==> src/rtl/joy_event_queue.sv <==
// Controller button conditioner: debounces the raw pressed vector, turns
// press/release edges and auto-repeat ticks into events, and queues them in a FIFO.
module joy_event_queue #(
    parameter int          DEBOUNCE_CYCLES = 21_500,
    parameter int          REPEAT_DELAY    = 8_600_000,
    parameter int          REPEAT_RATE     = 2_150_000,
    parameter logic [11:0] REPEAT_MASK     = 12'h0F0,
    parameter int          DEPTH           = 8
) (
    input  logic        clk,
    input  logic        resetn,
    input  logic [11:0] buttons,
    output logic [11:0] held,
    output logic        ev_valid,
    output logic [5:0]  ev_data,
    input  logic        ev_ready,
    output logic        overflow,
    input  logic        ovf_clr
);

    localparam int RMAX = (REPEAT_DELAY > REPEAT_RATE) ? REPEAT_DELAY : REPEAT_RATE;
    localparam int DW   = $clog2(DEBOUNCE_CYCLES + 1);
    localparam int RW   = $clog2(RMAX + 1);
    localparam int AW   = $clog2(DEPTH);
    localparam int CW   = AW + 1;

    localparam logic [DW-1:0] DEB_LAST = DW'(DEBOUNCE_CYCLES - 1);
    localparam logic [RW-1:0] RD_LAST  = RW'(REPEAT_DELAY - 1);
    localparam logic [RW-1:0] RR_LAST  = RW'(REPEAT_RATE - 1);
    localparam logic [CW-1:0] FULL_CNT = CW'(DEPTH);

    function automatic logic [3:0] lowest_set(input logic [11:0] v);
        lowest_set = 4'd0;
        for (int i = 11; i >= 0; i--) begin
            if (v[i]) begin
                lowest_set = 4'(i);
            end
        end
    endfunction

    logic [11:0]   samp_r;
    logic [DW-1:0] stab_cnt_r;
    logic [11:0]   held_r;
    logic [11:0]   pending_r;
    logic          rep_active_r;
    logic          rep_first_r;
    logic [3:0]    rep_code_r;
    logic [RW-1:0] rep_cnt_r;
    logic [5:0]    mem_r [DEPTH];
    logic [AW-1:0] wr_ptr_r;
    logic [AW-1:0] rd_ptr_r;
    logic [CW-1:0] count_r;
    logic          ev_valid_r;
    logic [5:0]    ev_data_r;
    logic          overflow_r;

    logic          accept_s;
    logic          pend_any_s;
    logic [3:0]    pend_idx_s;
    logic [11:0]   pend_clr_s;
    logic          rep_due_s;
    logic          rep_set_s;
    logic          push_s;
    logic [5:0]    push_data_s;
    logic          pop_s;
    logic          push_ok_s;
    logic          drop_s;
    logic [AW-1:0] rd_ptr_nxt_s;
    logic [CW-1:0] count_nxt_s;
    logic [5:0]    head_nxt_s;

    assign held     = held_r;
    assign ev_valid = ev_valid_r;
    assign ev_data  = ev_data_r;
    assign overflow = overflow_r;

    // Event selection, repeat timing and FIFO bookkeeping for this cycle.
    always_comb begin
        accept_s     = (stab_cnt_r == DEB_LAST) && (samp_r != held_r);
        pend_any_s   = (pending_r != 12'd0);
        pend_idx_s   = lowest_set(pending_r);
        pend_clr_s   = 12'd0;
        rep_due_s    = rep_active_r &&
                       (rep_cnt_r == (rep_first_r ? RD_LAST : RR_LAST));
        rep_set_s    = 1'b0;
        push_s       = 1'b0;
        push_data_s  = 6'd0;
        if (pend_any_s) begin
            push_s                 = 1'b1;
            push_data_s            = {1'b0, held_r[pend_idx_s], pend_idx_s};
            pend_clr_s[pend_idx_s] = 1'b1;
            rep_set_s              = held_r[pend_idx_s] && REPEAT_MASK[pend_idx_s];
        end else if (rep_due_s) begin
            push_s      = 1'b1;
            push_data_s = {1'b1, 1'b1, rep_code_r};
        end else begin
            push_s      = 1'b0;
        end

        pop_s        = ev_valid_r && ev_ready;
        push_ok_s    = push_s && ((count_r != FULL_CNT) || pop_s);
        drop_s       = push_s && !push_ok_s;
        rd_ptr_nxt_s = pop_s ? (rd_ptr_r + AW'(1)) : rd_ptr_r;
        count_nxt_s  = count_r + CW'(push_ok_s) - CW'(pop_s);

        // An event pushed into a queue that is empty after this cycle's pop becomes the head.
        if (count_nxt_s == CW'(0)) begin
            head_nxt_s = 6'd0;
        end else if (push_ok_s && (wr_ptr_r == rd_ptr_nxt_s)) begin
            head_nxt_s = push_data_s;
        end else begin
            head_nxt_s = mem_r[rd_ptr_nxt_s];
        end
    end

    // Debounce: sample, stability counter, held state and pending edges.
    always_ff @(posedge clk) begin
        if (!resetn) begin
            samp_r     <= 12'd0;
            stab_cnt_r <= '0;
            held_r     <= 12'd0;
            pending_r  <= 12'd0;
        end else begin
            samp_r <= buttons;
            if (buttons != samp_r) begin
                stab_cnt_r <= '0;
            end else if (stab_cnt_r != DEB_LAST) begin
                stab_cnt_r <= stab_cnt_r + DW'(1);
            end
            if (accept_s) begin
                held_r <= samp_r;
            end
            pending_r <= (pending_r & ~pend_clr_s) |
                         (accept_s ? (samp_r ^ held_r) : 12'd0);
        end
    end

    // Auto-repeat tracker; a tick that loses to a pending event waits at its terminal count.
    always_ff @(posedge clk) begin
        if (!resetn) begin
            rep_active_r <= 1'b0;
            rep_first_r  <= 1'b0;
            rep_code_r   <= 4'd0;
            rep_cnt_r    <= '0;
        end else if (rep_set_s) begin
            rep_active_r <= 1'b1;
            rep_first_r  <= 1'b1;
            rep_code_r   <= pend_idx_s;
            rep_cnt_r    <= '0;
        end else if (!held_r[rep_code_r]) begin
            rep_active_r <= 1'b0;
        end else if (rep_active_r) begin
            if (!rep_due_s) begin
                rep_cnt_r <= rep_cnt_r + RW'(1);
            end else if (!pend_any_s) begin
                rep_cnt_r   <= '0;
                rep_first_r <= 1'b0;
            end
        end
    end

    // FIFO storage.
    always_ff @(posedge clk) begin
        if (push_ok_s) begin
            mem_r[wr_ptr_r] <= push_data_s;
        end
    end

    // FIFO pointers, registered head/valid and sticky overflow.
    always_ff @(posedge clk) begin
        if (!resetn) begin
            wr_ptr_r   <= '0;
            rd_ptr_r   <= '0;
            count_r    <= '0;
            ev_valid_r <= 1'b0;
            ev_data_r  <= 6'd0;
            overflow_r <= 1'b0;
        end else begin
            if (push_ok_s) begin
                wr_ptr_r <= wr_ptr_r + AW'(1);
            end
            rd_ptr_r   <= rd_ptr_nxt_s;
            count_r    <= count_nxt_s;
            ev_valid_r <= (count_nxt_s != CW'(0));
            ev_data_r  <= head_nxt_s;
            if (drop_s) begin
                overflow_r <= 1'b1;
            end else if (ovf_clr) begin
                overflow_r <= 1'b0;
            end
        end
    end

endmodule

==> config.mk <==
export PLATFORM = sky130hd
export DESIGN_NAME = joy_event_queue
export DESIGN_NICKNAME = d
export VERILOG_FILES = /design/src/rtl/joy_event_queue.sv
export SDC_FILE = /design/constraint.sdc
export NUM_CORES = 1
export LEC_CHECK = 0
export CAP_MARGIN = 20
export CELL_PAD_IN_SITES_DETAIL_PLACEMENT = 1
export CELL_PAD_IN_SITES_GLOBAL_PLACEMENT = 2
export CORE_MARGIN = 5
export CORE_UTILIZATION = 43
export DETAILED_ROUTE_END_ITERATION = 8
export MAX_ROUTING_LAYER = met4
export PLACE_DENSITY_LB_ADDON = 0.25
export SLEW_MARGIN = 30
export SYNTH_ARGS = -nofsm -noshare
export SYNTH_HDL_FRONTEND = slang
export SYNTH_SLANG_ARGS = --single-unit
==> constraint.sdc <==
create_clock -name clk -period 9.7 [get_ports clk]
set_input_delay 2.425 -clock clk [delete_from_list [all_inputs] [get_ports clk]]
set_output_delay 2.425 -clock clk [all_outputs]
set_load 0.01 [all_outputs]
==> results of run 1 <==
[report_power, final]
group	total (W)	switching (W)	internal, W
sequential	0.000676	0.0000175	0.000659
clock	0.000635	0.000276	0.000359
combinational	0.000264	0.000125	0.000139
[state kept, by name, summed over array words and instances, names as in the netlist]
name / cells
rep_first_r: 1
mem_r: 48
ev_data: 6
rd_ptr_r: 3
rep_cnt_r: 24
stab_cnt_r: 15
count_r: 4
rep_code_r: 4
pending_r: 12
samp_r: 12
wr_ptr_r: 3
held: 12
overflow: 1
rep_active_r: 1
ev_valid: 1
[worst max-delay path: cells and delay by family]
kind / cells / cell delay [ps]
buf+inv: 4 / 600
xor+xnor: 1 / 140
simple gates: 4 / 1200
fa+ha+maj: 3 / 850
compound gates: 2 / 480
[how the worst max path moves through the flow]
stage | from | endpoint | slack, ps | cells after the start
floorplan | ev_ready | ev_data[3]$_SDFF_PP0_ | 4780 | 13
global placement | ev_ready | ev_data[3]$_SDFF_PP0_ | 3780 | 14
detailed placement | ev_ready | ev_data[3]$_SDFF_PP0_ | 3910 | 14
CTS | ev_ready | ev_data[3]$_SDFF_PP0_ | 4380 | 14
global route | ev_ready | ev_data[3]$_SDFF_PP0_ | 4120 | 14
finish | ev_ready | ev_data[3]$_SDFF_PP0_ | 4330 | 14
[cells by family after synthesis]
kind of cell,count (synthesis)
AO/OA/AOI/OAI,79
XOR/XNOR,64
adder cells (fa/ha/maj),10
buffers and inverters,46
flip-flops,147
multiplexers,33
AND/OR/NAND/NOR,253
[layout make-up]
| type | count | area, sq um | share of cell area |
|---|---|---|---|
| Clock inverter | 15 | 148 | 0.0185 |
| Timing Repair Buffer | 39 | 380 | 0.0477 |
| Multi-Input combinational cell | 439 | 3250 | 0.407 |
| Inverter | 24 | 90.1 | 0.0113 |
| Clock buffer | 17 | 425 | 0.0533 |
| Sequential cell | 147 | 3420 | 0.429 |
| Tap cell | 211 | 264 | 0.0331 |
[per-stage QoR]
stage	cell area, sq um	setup slack, ps	hold WS (ps)
finish	7980	4330	497
global route	7980	4120	516
CTS	7950	4380	496
detailed placement	7370	3910	486
global placement	7330	3780	478
floorplan	6770	4780	454
[cell usage in the layout (no fill, tap or decap), drive strengths merged, types with 18 or more instances in the layout]
master and count:
nand3 18, dfxtp 99, xor2 35, clkdlybuf4s50 35, edfxtp 48, nor2b 32, inv 30, xnor2 29
nor2 60, nor4 18, nand2 50
[routing by layer]
metal  global-route usage  up-vias
li1                     -     2348
met1                0.242     2422
met2                0.333       80
met3               0.0490       22
met4               0.0515        0
met5                    -        -
==> results_dict.tcl, run 1 <==
set metrics [dict create \
    grt-ovfl-total 0 \
    tightest_slew_ps 965 \
    ys_types 64 \
    power_leakage_nw 2.75 \
    seq_area_frac_synth 0.506 \
    top_layer "met4" \
    syn_to_final_growth_pct 18.0 \
    r2r-end "ev_data[3]$_SDFF_PP0_" \
    final-hold-violation-count 0 \
    wl_met2_um 8210 \
    crit_fanout 10 \
    vias_per_cell 5.46 \
    worstRegToRegCells 15 \
    cts_sinks 147 \
    antenna_found_initial 0 \
    synth_top_family_by_area "simple AND/OR/NAND/NOR gates" \
    worst_ep_required_time_ps 10030 \
    root_buffer "clkbuf_16" \
    critPathLaunchType "input pin" \
    diodes 0 \
    synthXorXnorAreaFrac 0.0828 \
    drv_slew 0 \
    ys.flop_type "dfxtp_1" \
    crit_chain "clkdlybuf4s50_1 > nand2_1 > nand3_1 > o21ai_4 > ha_1 > inv_1 > ha_1 > inv_1 > fa_1 > xnor2_1 > nand2_1 > inv_1 > nor4_2 > o21ba_2" \
    finalNonFillerCells 892 \
    gp_routability_congestion 0.899 \
    regToRegSetupSlack_ps 5360 \
    max_freq_ghz 0.186 \
    fp.dieH_um 135 \
    cp.arrival_ps 5690 \
    htreeDepth 4 \
    setup_tns_ps 0 \
    core_area_sq_um 15300 \
    hold_depth 2 \
    track_usage 0.199 \
    criticalPathCategory "input pin to flip-flop" \
    ant_nets 0 \
    yosysWarnings 0 \
    tritoncts "built" \
    end_kind "flip-flop" \
    synth-simple-area-share 0.198 \
    cts.repair.resized 0 \
    drc_errors 0 \
    p_per_area_nw_per_um2 197 \
    std_cell_rows 45 \
    async_reset_ff_frac 0 \
    setup_viol 0 \
    die_area_sq_um 18300 \
    dr.pass1.iters 4 \
    fin_util 0.521 \
    rsz0062_at_grt "false" \
    die_w_um 135 \
    synth_top_area_frac 0.293 \
    fin_nets 694 \
    initial_utilization 0.442 \
    ios 36 \
    hp-class "flip-flop to flip-flop" \
    via_count 4872 \
    synth_cells 632 \
    port_buffers 35 \
    clkSlewWorstSetupHoldPaths_ps 70 \
    met1_length_um 7450 \
    drt-initial-drc-count 323 \
    synth_seq_cells 147 \
    period_needed_ps 5370 \
    wire_per_inst_um 18.4 \
    syn_avg_cell_area_sq_um 10.7 \
    cp_slowest_stage_delay_ps 640 \
    dp_hpwl_um 11700 \
    first_global_vias 5211 \
    cts_setup_buffers 0 \
    period_share 0.553 \
    grt_max_degree 57 \
    synth.area.top_cells "dfxtp_1 (29%), edfxtp_1 (21%), mux4_2 (5.0%), xor2_1 (4.5%), xnor2_1 (3.8%)" \
    synth_top_area_cell "dfxtp_1" \
    r2r-start "rep_cnt_r[0]$_SDFFE_PP0P_" \
    status "complete, no violations" \
    synth_common_cells "dfxtp_1 (99), nor2_1 (60), nand2_1 (50), edfxtp_1 (48), xor2_1 (35)" \
    total_power_w 0.00157 \
    synth_area_sq_um 6770 \
    synth_compound_area_frac 0.0884 \
    grt_first_pass_wirelength_um 27600 \
    drive_above_1_share 0.107 \
    synth_fa_ha_area_frac 0.0196 \
    vdd_drop_max_v 0.000119 \
    wl_met3_um 488 \
    cp_slowest_cell "nor4_2" \
    synth_edf_count 48 \
    max_cap_violations 0 \
    yosysMostFrequentCell "dfxtp_1" \
    synthMuxAreaShare 0.0767 \
    crit_top_cell "inv_1" \
    relSlewSlack 0.351 \
    routed_wirelength_um 16400 \
    final.fill_count 1655 \
    cts_made_buffers 17 \
    finClkSkew_ps 12.8 \
    dp_cells 859 \
    cts-hold-fix-buffers 0 \
    clk_latency_ps 430 \
    hold_end "stab_cnt_r[14]$_SDFFE_PP0P_" \
    min_from "stab_cnt_r[14]$_SDFFE_PP0P_" \
    clock_path_buffers 2 \
    synth.net_count 658 \
]
(Power assumes the default switching activity.)
==> run 2, diff against run 1 <==
Settings changed: CORE_UTILIZATION 43 to 36.
Clock period 9.7 ns to 4.8 ns, I/O delays scaled along.
==> results_dict.tcl, run 2 (synthesized netlist as in run 1, its figures left out) <==
set metrics [dict create \
    core_area_sq_um 18600 \
    std_cell_rows 50 \
    initial_utilization 0.364 \
    period_share 0.830 \
    die_area_sq_um 21600 \
    cts.repair.resized 0 \
    met2_usage 0.282 \
    dr.pass1.iters 4 \
    worst_ep_required_time_ps 5120 \
    cts_sinks 147 \
    tritoncts "built" \
    internal_power_w 0.00228 \
    met3_usage 0.0349 \
    routed_wirelength_um 16800 \
    final_cell_mix "dfxtp_1 (99), nor2_1 (60), nand2_1 (50)" \
    place_ws_ps 555 \
    antenna_found_initial 0 \
    p_per_area_nw_per_um2 392 \
    criticalPathCategory "flip-flop to flip-flop" \
    drc_errors 0 \
    port_buffers 35 \
    final.fill_count 2037 \
    dp_hpwl_um 12300 \
    setup_slack_ps 815 \
    placed_area_sq_um 7430 \
    drv_slew 0 \
    track_usage 0.164 \
    critPathLaunchType "flip-flop" \
    gp_routability_congestion 0.818 \
    grt-ovfl-total 0 \
    swShare 0.271 \
    p_sw_w 0.000849 \
    grt_first_pass_wirelength_um 27500 \
    vias_per_cell 5.26 \
    cts_setup_buffers 0 \
    largest_register "mem_r" \
    vdd_drop_max_v 0.000245 \
    reg_top3 "mem_r (48), rep_cnt_r (24), stab_cnt_r (15)" \
    power_leakage_nw 2.81 \
    hp-class "flip-flop to flip-flop" \
    crit_fanout 10 \
    setup_viol 0 \
    seq_power_share 0.436 \
    relSlewSlack 0.508 \
    final-hold-violation-count 0 \
    clkSlewWorstSetupHoldPaths_ps 70 \
    first_global_vias 5152 \
    drt-initial-drc-count 230 \
    wire_per_inst_um 18.2 \
    clk_latency_ps 420 \
    max_cap_violations 0 \
    fin_util 0.430 \
    htreeDepth 4 \
    status "complete, no violations" \
    final_common_cell "dfxtp_1" \
    end_kind "flip-flop" \
    fin_nets 705 \
    finClkSkew_ps 10.6 \
    fp.dieH_um 147 \
    top_usage_layer "met2" \
    die_w_um 147 \
    via_count 4870 \
    syn_to_final_growth_pct 18.1 \
    power_frac_comb 0.169 \
    drive_above_1_share 0.110 \
    ant_nets 0 \
    tightest_slew_ps 736 \
    max_freq_ghz 0.251 \
    total_power_w 0.00313 \
    setup_tns_ps 0 \
    cts_made_buffers 17 \
    largest_register_ffs 48 \
    period_needed_ps 3980 \
    cts-hold-fix-buffers 0 \
    grt_max_degree 44 \
    root_buffer "clkbuf_16" \
    ios 36 \
    diodes 0 \
    cp.arrival_ps 4310 \
    final_cell_area_sq_um 7990 \
    clkPwrFrac 0.395 \
    rsz0062_at_grt "false" \
    use_met1 0.198 \
    clock_path_buffers 2 \
]
==> run 2: cell types whose count changed in the layout (fill, tap and decap cells not counted), sizes merged <==
cell      previous run  this run
inv                 30        32
clkbuf              17        18
bufinv               1         0
clkinvlp             4         3
buf                  4        14
==> run 2: through the flow <==
| stage | std cells | hold slack [ps] |
|---|---|---|
| 2_1_floorplan | 632 | 454 |
| 3_3_place_gp | 893 | 474 |
| 3_5_place_dp | 893 | 481 |
| 4_1_cts | 925 | 493 |
| 5_1_grt | 926 | 534 |
| 6_report | 926 | 491 |
==> run 2: power by group through the flow <==
stage                     Combinational, W  Sequential, W  Clock (W)
after floorplan                   0.000341        0.00140          0
after global placement            0.000519        0.00139          0
after detailed placement          0.000538        0.00139          0
after CTS                         0.000541        0.00137    0.00127
after global routing              0.000574        0.00137    0.00132
final                             0.000529        0.00137    0.00124
==> run 2: worst paths after layout <==
kind / start / to / slack (ps) / cells after the start
worst min register to register: stab_cnt_r[14]$_SDFFE_PP0P_ / stab_cnt_r[14]$_SDFFE_PP0P_ / 490 / 2
worst max register to register: rep_cnt_r[0]$_SDFFE_PP0P_ / ev_data[3]$_SDFF_PP0_ / 820 / 16
worst max-delay path: rep_cnt_r[0]$_SDFFE_PP0P_ / ev_data[3]$_SDFF_PP0_ / 820 / 16
worst min-delay path: stab_cnt_r[14]$_SDFFE_PP0P_ / stab_cnt_r[14]$_SDFFE_PP0P_ / 490 / 2
==> run 2: cell type report <==
class                   count  area, sq um  area share
flip-flops and latches    147         3420       0.429
multi-input cells         439         3180       0.398
repair buffers             50          460      0.0576
well taps                 234          293      0.0366
clock buffers              17          425      0.0532
inverters                  24         90.1      0.0113
clock inverters            15          119      0.0149
==> run 2: routing by layer <==
layer | vias up | wire length, um | part of all wire
li1 | 2367 | - | -
met1 | 2413 | 7580 | 0.45
met2 | 74 | 8450 | 0.50
met3 | 16 | 633 | 0.038
met4 | 0 | 184 | 0.011
met5 | - | 0 | 0
==> run 2: critical path, stage by stage, from the launching register on <==
cell      delay, ps
dfxtp_1         390
ha_1            260
nand2_1         230
a2111o_1        490
a221oi_4        390
o21ai_4         190
ha_1            330
inv_1            50
ha_1            150
inv_1            50
fa_1            370
xnor2_1         130
nand2_1          60
inv_1            70
nor4_1          310
buf_4           230
o21ba_2         170
